$ cat config.mk
export PLATFORM = sky130hd
export DESIGN_NAME = subf_seq
export DESIGN_NICKNAME = d
export VERILOG_FILES = /design/src/rtl/subf_seq.sv
export SDC_FILE = /design/constraint.sdc
export NUM_CORES = 1
export LEC_CHECK = 0
export BUFFER_PORTS_ARGS = -buffer_cell sky130_fd_sc_hd__buf_2
export CELL_PAD_IN_SITES_DETAIL_PLACEMENT = 1
export CELL_PAD_IN_SITES_GLOBAL_PLACEMENT = 1
export CORE_MARGIN = 1.5
export CORE_UTILIZATION = 44
export CTS_BUF_LIST = sky130_fd_sc_hd__clkbuf_16
export DETAILED_ROUTE_END_ITERATION = 7
export PLACE_DENSITY_LB_ADDON = 0.1
export SYNTH_ARGS = -nofsm -noshare
export SYNTH_HDL_FRONTEND = slang
export SYNTH_SLANG_ARGS = --single-unit
$ cat constraint.sdc
create_clock -name clk -period 7.06 [get_ports clk]
set_input_delay 1.412 -clock clk [delete_from_list [all_inputs] [get_ports clk]]
set_output_delay 1.412 -clock clk [all_outputs]
set_load 0.05 [all_outputs]
$ cat src/rtl/subf_seq.sv
// subf_seq: multi-cycle subtractor computing a - b as a + ~b + 1, one CHUNK-bit slice per cycle.
// Optional macro SUBF_SEQ_CMP_EN adds registered lt/ltu compare outputs.
module subf_seq #(
  parameter int WIDTH = 32,
  parameter int CHUNK = 8
) (
  input  logic             clk,
  input  logic             rst,
  input  logic             in_valid,
  output logic             in_ready,
  input  logic [WIDTH-1:0] a,
  input  logic [WIDTH-1:0] b,
  output logic             out_valid,
  input  logic             out_ready,
  output logic [WIDTH-1:0] data_out,
  output logic             borrow,
  output logic             overflow,
`ifdef SUBF_SEQ_CMP_EN
  output logic             lt,
  output logic             ltu,
`endif
  output logic             zero
);

  localparam int N  = WIDTH / CHUNK;
  localparam int CW = (N > 1) ? $clog2(N) : 1;

  typedef enum logic [1:0] {IDLE, RUN, DONE} state_t;

  state_t           state, state_nx;
  logic [CW-1:0]    cnt;
  logic             carry;
  logic [WIDTH-1:0] a_q, nb_q;

  logic [CHUNK-1:0] a_sl, b_sl;
  logic [CHUNK:0]   sum;
  logic [WIDTH-1:0] res_nx;
  logic             last, ovf_nx;

  // Slice select and write-back as explicit muxes keep the indexing width-clean.
  always_comb begin
    a_sl   = '0;
    b_sl   = '0;
    res_nx = data_out;
    for (int i = 0; i < N; i++) begin
      if (cnt == CW'(i)) begin
        a_sl = a_q[i*CHUNK +: CHUNK];
        b_sl = nb_q[i*CHUNK +: CHUNK];
      end
    end
    sum = {1'b0, a_sl} + {1'b0, b_sl} + {{CHUNK{1'b0}}, carry};
    for (int i = 0; i < N; i++) begin
      if (cnt == CW'(i)) res_nx[i*CHUNK +: CHUNK] = sum[CHUNK-1:0];
    end
    last   = (cnt == CW'(N-1));
    // nb_q holds ~b, so its inverted MSB is the sign of b.
    ovf_nx = (a_q[WIDTH-1] != ~nb_q[WIDTH-1]) && (res_nx[WIDTH-1] != a_q[WIDTH-1]);
  end

  always_comb begin
    state_nx = state;
    case (state)
      IDLE:    if (in_valid) state_nx = RUN;
      RUN:     if (last) state_nx = DONE;
      DONE:    if (out_ready) state_nx = IDLE;
      default: state_nx = IDLE;
    endcase
  end

  assign in_ready  = (state == IDLE) && !rst;
  assign out_valid = (state == DONE);

  always_ff @(posedge clk or posedge rst) begin
    if (rst) begin
      state    <= IDLE;
      cnt      <= '0;
      carry    <= 1'b0;
      a_q      <= '0;
      nb_q     <= '0;
      data_out <= '0;
      borrow   <= 1'b0;
      overflow <= 1'b0;
      zero     <= 1'b0;
`ifdef SUBF_SEQ_CMP_EN
      lt       <= 1'b0;
      ltu      <= 1'b0;
`endif
    end else begin
      state <= state_nx;
      case (state)
        IDLE: if (in_valid) begin
          a_q   <= a;
          nb_q  <= ~b;
          carry <= 1'b1;
          cnt   <= '0;
        end
        RUN: begin
          data_out <= res_nx;
          carry    <= sum[CHUNK];
          cnt      <= cnt + 1'b1;
          if (last) begin
            borrow   <= ~sum[CHUNK];
            overflow <= ovf_nx;
            zero     <= (res_nx == '0);
`ifdef SUBF_SEQ_CMP_EN
            lt       <= res_nx[WIDTH-1] ^ ovf_nx;
            ltu      <= ~sum[CHUNK];
`endif
          end
        end
        default: ;
      endcase
    end
  end

endmodule

Word-level counts from Yosys, hierarchy flattened
Cells that the tools add are included.

Memories kept: 0. Bits in read-only memories: 0. RAM bits: 0. Bits in registers: 104. Bits of input ports: 68. Logic and storage cells: 56. Latch bits: 0.

Reduce and logical (&&, ||, !) cells: 11. Bitwise logic cells: 3. Div/mod/pow operators: 0. Muxes and demuxes: 20. Eq/ne operators: 10. Shifts and indexed selects: 0. Add/subtract/negate cells: 3. Magnitude comparators: 0. Multipliers: 0.

Operators by type and width (number): 2-to-1 mux 8 bit (12); zero test 32 bit (1); NOT 32 bit (1); adder 8 x 8 -> 9 bit (1); adder 9 x 1 -> 9 bit (1); 2-to-1 mux 2 bit (4); == test 2 bit, second input constant (3); one-hot mux 2 bit (3 select lines) (1); AND reduction 2 bit (3); == test 2 x 1 -> 1 bit, second input constant (2); zero test 2 bit (2); != test 2 bit, second input constant (2); one-hot mux 2 bit (2 select lines) (1); AND reduction 3 bit (1); adder 2 x 1 -> 2 bit, second input constant (1); logical AND 1 bit (2); != test 1 bit (2); != test 2 x 1 -> 1 bit, second input constant (1); NOT 1 bit (2); one-hot mux 1 bit (2 select lines) (1); nonzero test 2 bit (1); zero test 1 bit (1); 2-to-1 mux 1 bit (1).

Longest topological paths before layout
Gate-level depths: netlist of run 1.

Depth in word-level cells: 10. Mapped depth: 20.

Least setup slack after synthesis of run 1
No wires, ideal clock.

Path type: input to output. Start: input port rst. End: output port in_ready. Path buffers: 0. Stages: 1. Data required time: 5.648 ns. Data arrival time: 2.457 ns. Path slack: 3.191 ns. Cell sequence: nor3_1.

Word-level cells in the longest chain between the ends: 2.

RTL lines: start, declared (RTL line 8) `input logic rst,`; zero test 1 bit (no line); logical AND 1 bit (RTL line 70) `assign in_ready = (state == IDLE) && !rst;`; end, declared (RTL line 10) `output logic in_ready,`.

No other way between the ends.

Final worst setup path of run 1
Start: register cnt[1]. End: register zero.

Word-level cells in the longest chain between the ends: 9.

RTL lines: start, declared (RTL line 31) `logic [CW-1:0] cnt;`; start signal, assigned (RTL line 100) `cnt <= cnt + 1'b1;`; zero test 2 bit (RTL line 46, 53); 2-to-1 mux 8 bit (4 in a row) (RTL line 46) `if (cnt == CW'(i)) begin`; adder 8 x 8 -> 9 bit (RTL line 51) `sum = {1'b0, a_sl} + {1'b0, b_sl} + {{CHUNK{1'b0}}, carry};`; adder 9 x 1 -> 9 bit (RTL line 51); 2-to-1 mux 8 bit (RTL line 53) `if (cnt == CW'(i)) res_nx[i*CHUNK +: CHUNK] = sum[CHUNK-1:0];`; zero test 32 bit (RTL line 104) `zero <= (res_nx == '0);`; end signal, assigned (RTL line 104); end, declared (RTL line 22) `output logic zero`.

Several ways; a longest one is shown, not always the timed one. A chain may end at the register's enable or synchronous reset.

==> impl_metrics.ini, run 1 <==
[logic_synthesis]
ys_seq_elements = 104
async_flop_share_pct = 100
synth_edf_count = 0
yosys.area.top_type = dfrtp_1
syn-num-nets = 655
synthMuxAreaShare_pct = 1.11
syn_avg_cell_area_sq_um = 8.64
synthFlopType = dfrtp_1
synth-xor-area-share_pct = 1.19
synth.area.top_cells = dfrtp_1 (52%), nand2_1 (14%), o21ai_0 (8.6%)
synth_warnings = 0
synth_top_family_by_area = simple AND/OR/NAND/NOR gates
synthesis.area_sq_um = 4960
ys_types = 43
synth_compound_area_share_pct = 16.3
synth_most_common_cell = nand2_1
synth-simple-area-share_pct = 21.1
netlist_instances = 574
synth_top_area_share_pct = 52.5
synthTopCellsByCount = nand2_1 (182), dfrtp_1 (104), o21ai_0 (85)
yosys.area_share.adder_pct = 3.58
yosysSeqAreaShare_pct = 52.5

[sta]
worst_pin_slew_ns = 0.937
period_share_pct = 70.1
maxSlewViolCount = 0
tns_ns = 0
hold_violations = 0
fin_ws_ns = 2.11
slew_headroom_pct = 37.5
timing.fmax_ghz = 0.202
min_period_ns = 4.95
clock-skew-final_ns = 0.00471
rsz0062_at_grt = false
setup-violations-final = 0

[global_route]
grt_pass1_wl_microns = 21900
grt-ovfl-total = 0
grt_max_degree = 97
antenna_found_initial = 0
grt.total_usage_pct = 24.1
grt_pass1_vias = 4420

[clocking]
clkTransAtPathRegs_ns = 0.07
cts.repair.resized = 0
postCtsSetupBuffers = 0
root_buffer = clkbuf_16
cts_tree = done
cts.sinks = 104
clk_latency_ns = 0.35
clockBufferDepth = 2
cts_buffers = 9
h-tree-depth = 3
cts_hold_buf = 0

[drt]
drtPass1Iterations = 4
first_iter_violations = 206
vias = 4251
ant_nets = 0
drt-wirelength-per-cell_microns = 16.7
avgViaCountPerCell = 5.29
drc = 0
wl_microns = 13400

[status]
status = finished, final reports clean

[place]
dpl_cell_area_sq_um = 5530
numPortBuffers = 104
dp_hpwl_microns = 9570
place_congestion = 0.860
place_ws_ns = 2.13

[floorplanning]
ios = 105
die_x_microns = 109
chipHeight_microns = 109
rows = 38
floorplan.initialDensity_pct = 45.3
core_sq_um = 10900
fp.dieArea_sq_um = 11900

[critical_path]
cp-end-kind = flip-flop
crit_path_max_fanout = 23
start_kind = flip-flop
path_class = flip-flop to flip-flop
crit_required_ns = 7.31
worstPathArrival_ns = 5.20

[cells_and_area]
finalInstanceArea_sq_um = 5790
fillers = 1360
drive_above_1_share_pct = 19.9
nNetsFinal = 740
syn2layout_area_growth_pct = 16.7
antenna_cells = 0
utilization_pct = 52.9

[run]
cap_viol_max_count = 0

[min_path]
hold_path.class = flip-flop to flip-flop
## area by class of cell
| class | instances | area [sq um] | area share, % |
|---|---|---|---|
| inverters | 12 | 47.5 | 0.822 |
| multi-input cells | 423 | 2150 | 37.1 |
| clock buffers | 9 | 225 | 3.89 |
| flip-flops and latches | 104 | 2600 | 45.0 |
| clock inverters | 7 | 31.3 | 0.541 |
| well taps | 140 | 175 | 3.03 |
| repair buffers | 109 | 558 | 9.65 |
## flip-flops by register name, summed over array words and instances, names as in the netlist
signal    count
carry         1
overflow      1
cnt           2
state         2
a_q          32
data_out     32
zero          1
nb_q         32
borrow        1
## cell usage in the layout (no fill, tap or decap), types with 2 or more instances in the layout
master / n
xnor2_1: 2
fa_1: 2
nand3_1: 3
mux2_2: 4
o21ai_0: 85
nand2_1: 181
a31oi_1: 3
buf_2: 104
buf_4: 5
clkbuf_16: 9
o32ai_1: 2
o2111ai_1: 2
a21oi_1: 42
nor3_1: 9
nor4_1: 6
inv_1: 13
nand2b_1: 5
and3_1: 17
o21a_1: 2
clkinv_1: 3
a21o_1: 2
dfrtp_1: 104
ha_1: 11
nor2_1: 27
## stage by stage
step / cells / hold WS [ns]
after floorplan: 574 / 0.437
after global placement: 788 / 0.456
after detailed placement: 788 / 0.457
after CTS: 804 / 0.474
after global routing: 804 / 0.510
final: 804 / 0.472
## critical path, stage by stage, from the launching register on
cell	delay, ns
dfrtp_1	0.40
inv_1	0.11
ha_1	0.76
inv_1	0.55
and3_1	0.34
a21oi_1	0.11
nor2_1	0.06
a21oi_1	0.13
o21ai_0	0.12
fa_1	0.43
inv_1	0.09
fa_1	0.20
xor2_1	0.46
a21oi_1	0.18
nor4_1	0.24
o2111ai_1	0.15
a21oi_1	0.13
o2111ai_1	0.14
o31ai_2	0.22
## metal layers
metal | wire (microns) | global-route usage [%] | vias to the layer above
met4 | 250 | 9.40 | 0
met5 | 0 | 0 | -
met3 | 441 | 3.05 | 21
met2 | 6750 | 42.4 | 88
met1 | 5970 | 29.9 | 2056
li1 | - | - | 2086
## kinds of logic after synthesis
| group | after synthesis |
|---|---|
| and+or+nand+nor | 253 |
| buffers and inverters | 47 |
| muxes | 5 |
| DFF | 104 |
| adders and majority gates | 13 |
| xor gates and xnor gates | 5 |
| AOI/OAI and AO/OA | 147 |
## final timing paths
kind / from / end / slack, ns / depth (start not counted)
setup / recovery: cnt[1]$_DFFE_PP0P_ / zero$_DFFE_PP0P_ / 2.11 / 18
hold / removal: a_q[1]$_DFFE_PP0P_ / a_q[1]$_DFFE_PP0P_ / 0.47 / 2
setup reg to reg: cnt[1]$_DFFE_PP0P_ / zero$_DFFE_PP0P_ / 2.11 / 18
hold reg to reg: a_q[1]$_DFFE_PP0P_ / a_q[1]$_DFFE_PP0P_ / 0.47 / 2
max in group asynchronous: rst / a_q[29]$_DFFE_PP0P_ / 4.71 / 3
min in group asynchronous: rst / nb_q[20]$_DFFE_PP0P_ / 1.06 / 2
Power of run 1 is left out: the tool's default activity adds up to more than one toggle a clock period on the data nets, which glitch-free logic cannot reach.
==> run 2: changes to the inputs <==
Settings changed: CORE_UTILIZATION 44 to 37.
Clock period 7.06 ns to 4.5 ns, I/O delays scaled along.
==> run 2 against run 1 <==
  * Worst hold slack gained 0.0043 ns
  * Sequential share of layout area shrank 0.83 points
  * First-iteration DRC count shrank 32%
  * Via count shrank 0.40%
  * Final cell count grew 5.0%
  * Count of clock-buffer cells in the layout is the same
  * Non-clock buffer count grew 4
==> impl_metrics.ini, run 2 (synthesized netlist as in run 1, its figures left out) <==
[status]
status = finished, final reports clean

[sta]
rsz0062_at_grt = false
maxSlewViolCount = 0
worst_pin_slew_ns = 0.877
slew_headroom_pct = 41.5
hold_violations = 0
min_period_ns = 3.84
clock-skew-final_ns = 0.0108
setup-violations-final = 0
tns_ns = 0
period_share_pct = 85.2
timing.fmax_ghz = 0.261

[cells_and_area]
largest_registers = a_q x32, data_out x32, nb_q x32
drive_above_1_share_pct = 20.7
antenna_cells = 0
register_area_sq_um = 2600
final_common_cell = nand2_1
mostFrequentLayoutCells = nand2_1 (181), dfrtp_1 (104), buf_2 (104)
multi_input_area_sq_um = 2150
syn2layout_area_growth_pct = 18.9
nNetsFinal = 744
fillers = 1616

[floorplanning]
fp.dieArea_sq_um = 14100
chipHeight_microns = 119
die_x_microns = 119
ios = 105
core_sq_um = 13100
floorplan.initialDensity_pct = 37.7
rows = 42

[global_route]
grt.total_usage_pct = 20.9
grt_pass1_wl_microns = 22700
grt_max_degree = 70
antenna_found_initial = 0
grt-ovfl-total = 0
grt_pass1_vias = 4438

[critical_path]
path_class = flip-flop to flip-flop
critPathMaxStageDelay_ns = 0.47
r2r-start = cnt[0]$_DFFE_PP0P_
crit_path_max_fanout = 24
rr_worst_depth = 14
r2r_setup_slack_ns = 0.66
slowest_stage = ha_1
path_buf_inv = 2
crit_chain = inv_1 > ha_1 > buf_4 > nor2_1 > a21oi_1 > o21ai_0 > ha_1 > a21oi_1 > a21boi_2 > xor2_2 > o2111ai_1 > a21oi_1 > o2111ai_1 > o31ai_2
crit_family = compound AO/OA/AOI/OAI gates
worstPathArrival_ns = 4.10
start_kind = flip-flop
cpMostUsedCell = a21oi_1
crit_required_ns = 4.77
worstReg2RegEnd = zero$_DFFE_PP0P_
cp-end-kind = flip-flop

[min_path]
hp-start = a_q[7]$_DFFE_PP0P_
hold_path.class = flip-flop to flip-flop
min_path_cells = 2
hold_end = a_q[7]$_DFFE_PP0P_

[run]
cap_viol_max_count = 0

[drt]
vias = 4234
drt-wirelength-per-cell_microns = 16.5
drc = 0
avgViaCountPerCell = 5.02
drtPass1Iterations = 4
wl_microns = 13900
first_iter_violations = 140
ant_nets = 0

[clocking]
cts_hold_buf = 0
root_buffer = clkbuf_16
cts_tree = done
cts.sinks = 104
clkTransAtPathRegs_ns = 0.07
cts_buffers = 9
postCtsSetupBuffers = 0
clk_latency_ns = 0.36
h-tree-depth = 3
cts.repair.resized = 0
clockBufferDepth = 2

[place]
numPortBuffers = 104
dp_hpwl_microns = 10200
place_congestion = 0.825
[run 2: cell count changes in the layout (fill, tap and decap cells not counted)]
cell	delta
buf_4	+4
clkinvlp_4	+1
bufinv_16	+1
clkinv_2	-1
clkinv_1	-2
clkinv_4	+1
[run 2: layout make-up]
cell class,instances,area share (%)
clock inverters,7,1.10
multi-input cells,423,36.4
flip-flops and latches,104,44.2
inverters,12,0.807
clock buffers,9,3.82
well taps,176,3.74
repair buffers,113,9.98
[run 2: worst min-delay path: stages (launching register included)]
cell and delay [ns]:
dfrtp_1 0.34, nand2_1 0.05, nand2_1 0.05
[run 2: per-stage QoR]
stage / std cells / cell area, sq um / utilization [%] / setup slack (ns) / hold slack, ns
5_1_grt: 844 / 5890 / 44.9 / 0.384 / 0.503
2_1_floorplan: 574 / 4960 / - / 0.868 / 0.437
6_report: 844 / 5890 / 44.9 / 0.665 / 0.476
4_1_cts: 844 / 5890 / 44.9 / 0.666 / 0.482
3_3_place_gp: 828 / 5600 / 42.7 / 0.747 / 0.461
3_5_place_dp: 828 / 5600 / 42.7 / 0.693 / 0.466
[run 2: routing by layer]
layer	wire length, microns	part of all wire (%)	vias to the layer above	track usage (%)
met5	0	0	-	0
met4	286	2.1	0	8.73
met3	407	2.9	19	3.23
met2	6890	49	84	35.9
met1	6360	46	2033	26.3
li1	-	-	2098	-
[run 2: worst max path at each step]
stage / from / to / slack [ns] / cells past startpoint
after floorplan: rst / a_q[0]$_DFFE_PP0P_ / 0.87 / 1
after global placement: cnt[0]$_DFFE_PP0P_ / zero$_DFFE_PP0P_ / 0.75 / 14
after detailed placement: cnt[1]$_DFFE_PP0P_ / zero$_DFFE_PP0P_ / 0.69 / 17
after CTS: cnt[0]$_DFFE_PP0P_ / zero$_DFFE_PP0P_ / 0.67 / 14
after global routing: cnt[1]$_DFFE_PP0P_ / zero$_DFFE_PP0P_ / 0.38 / 17
final: cnt[0]$_DFFE_PP0P_ / zero$_DFFE_PP0P_ / 0.66 / 14
Power of run 2 is left out for the same reason.
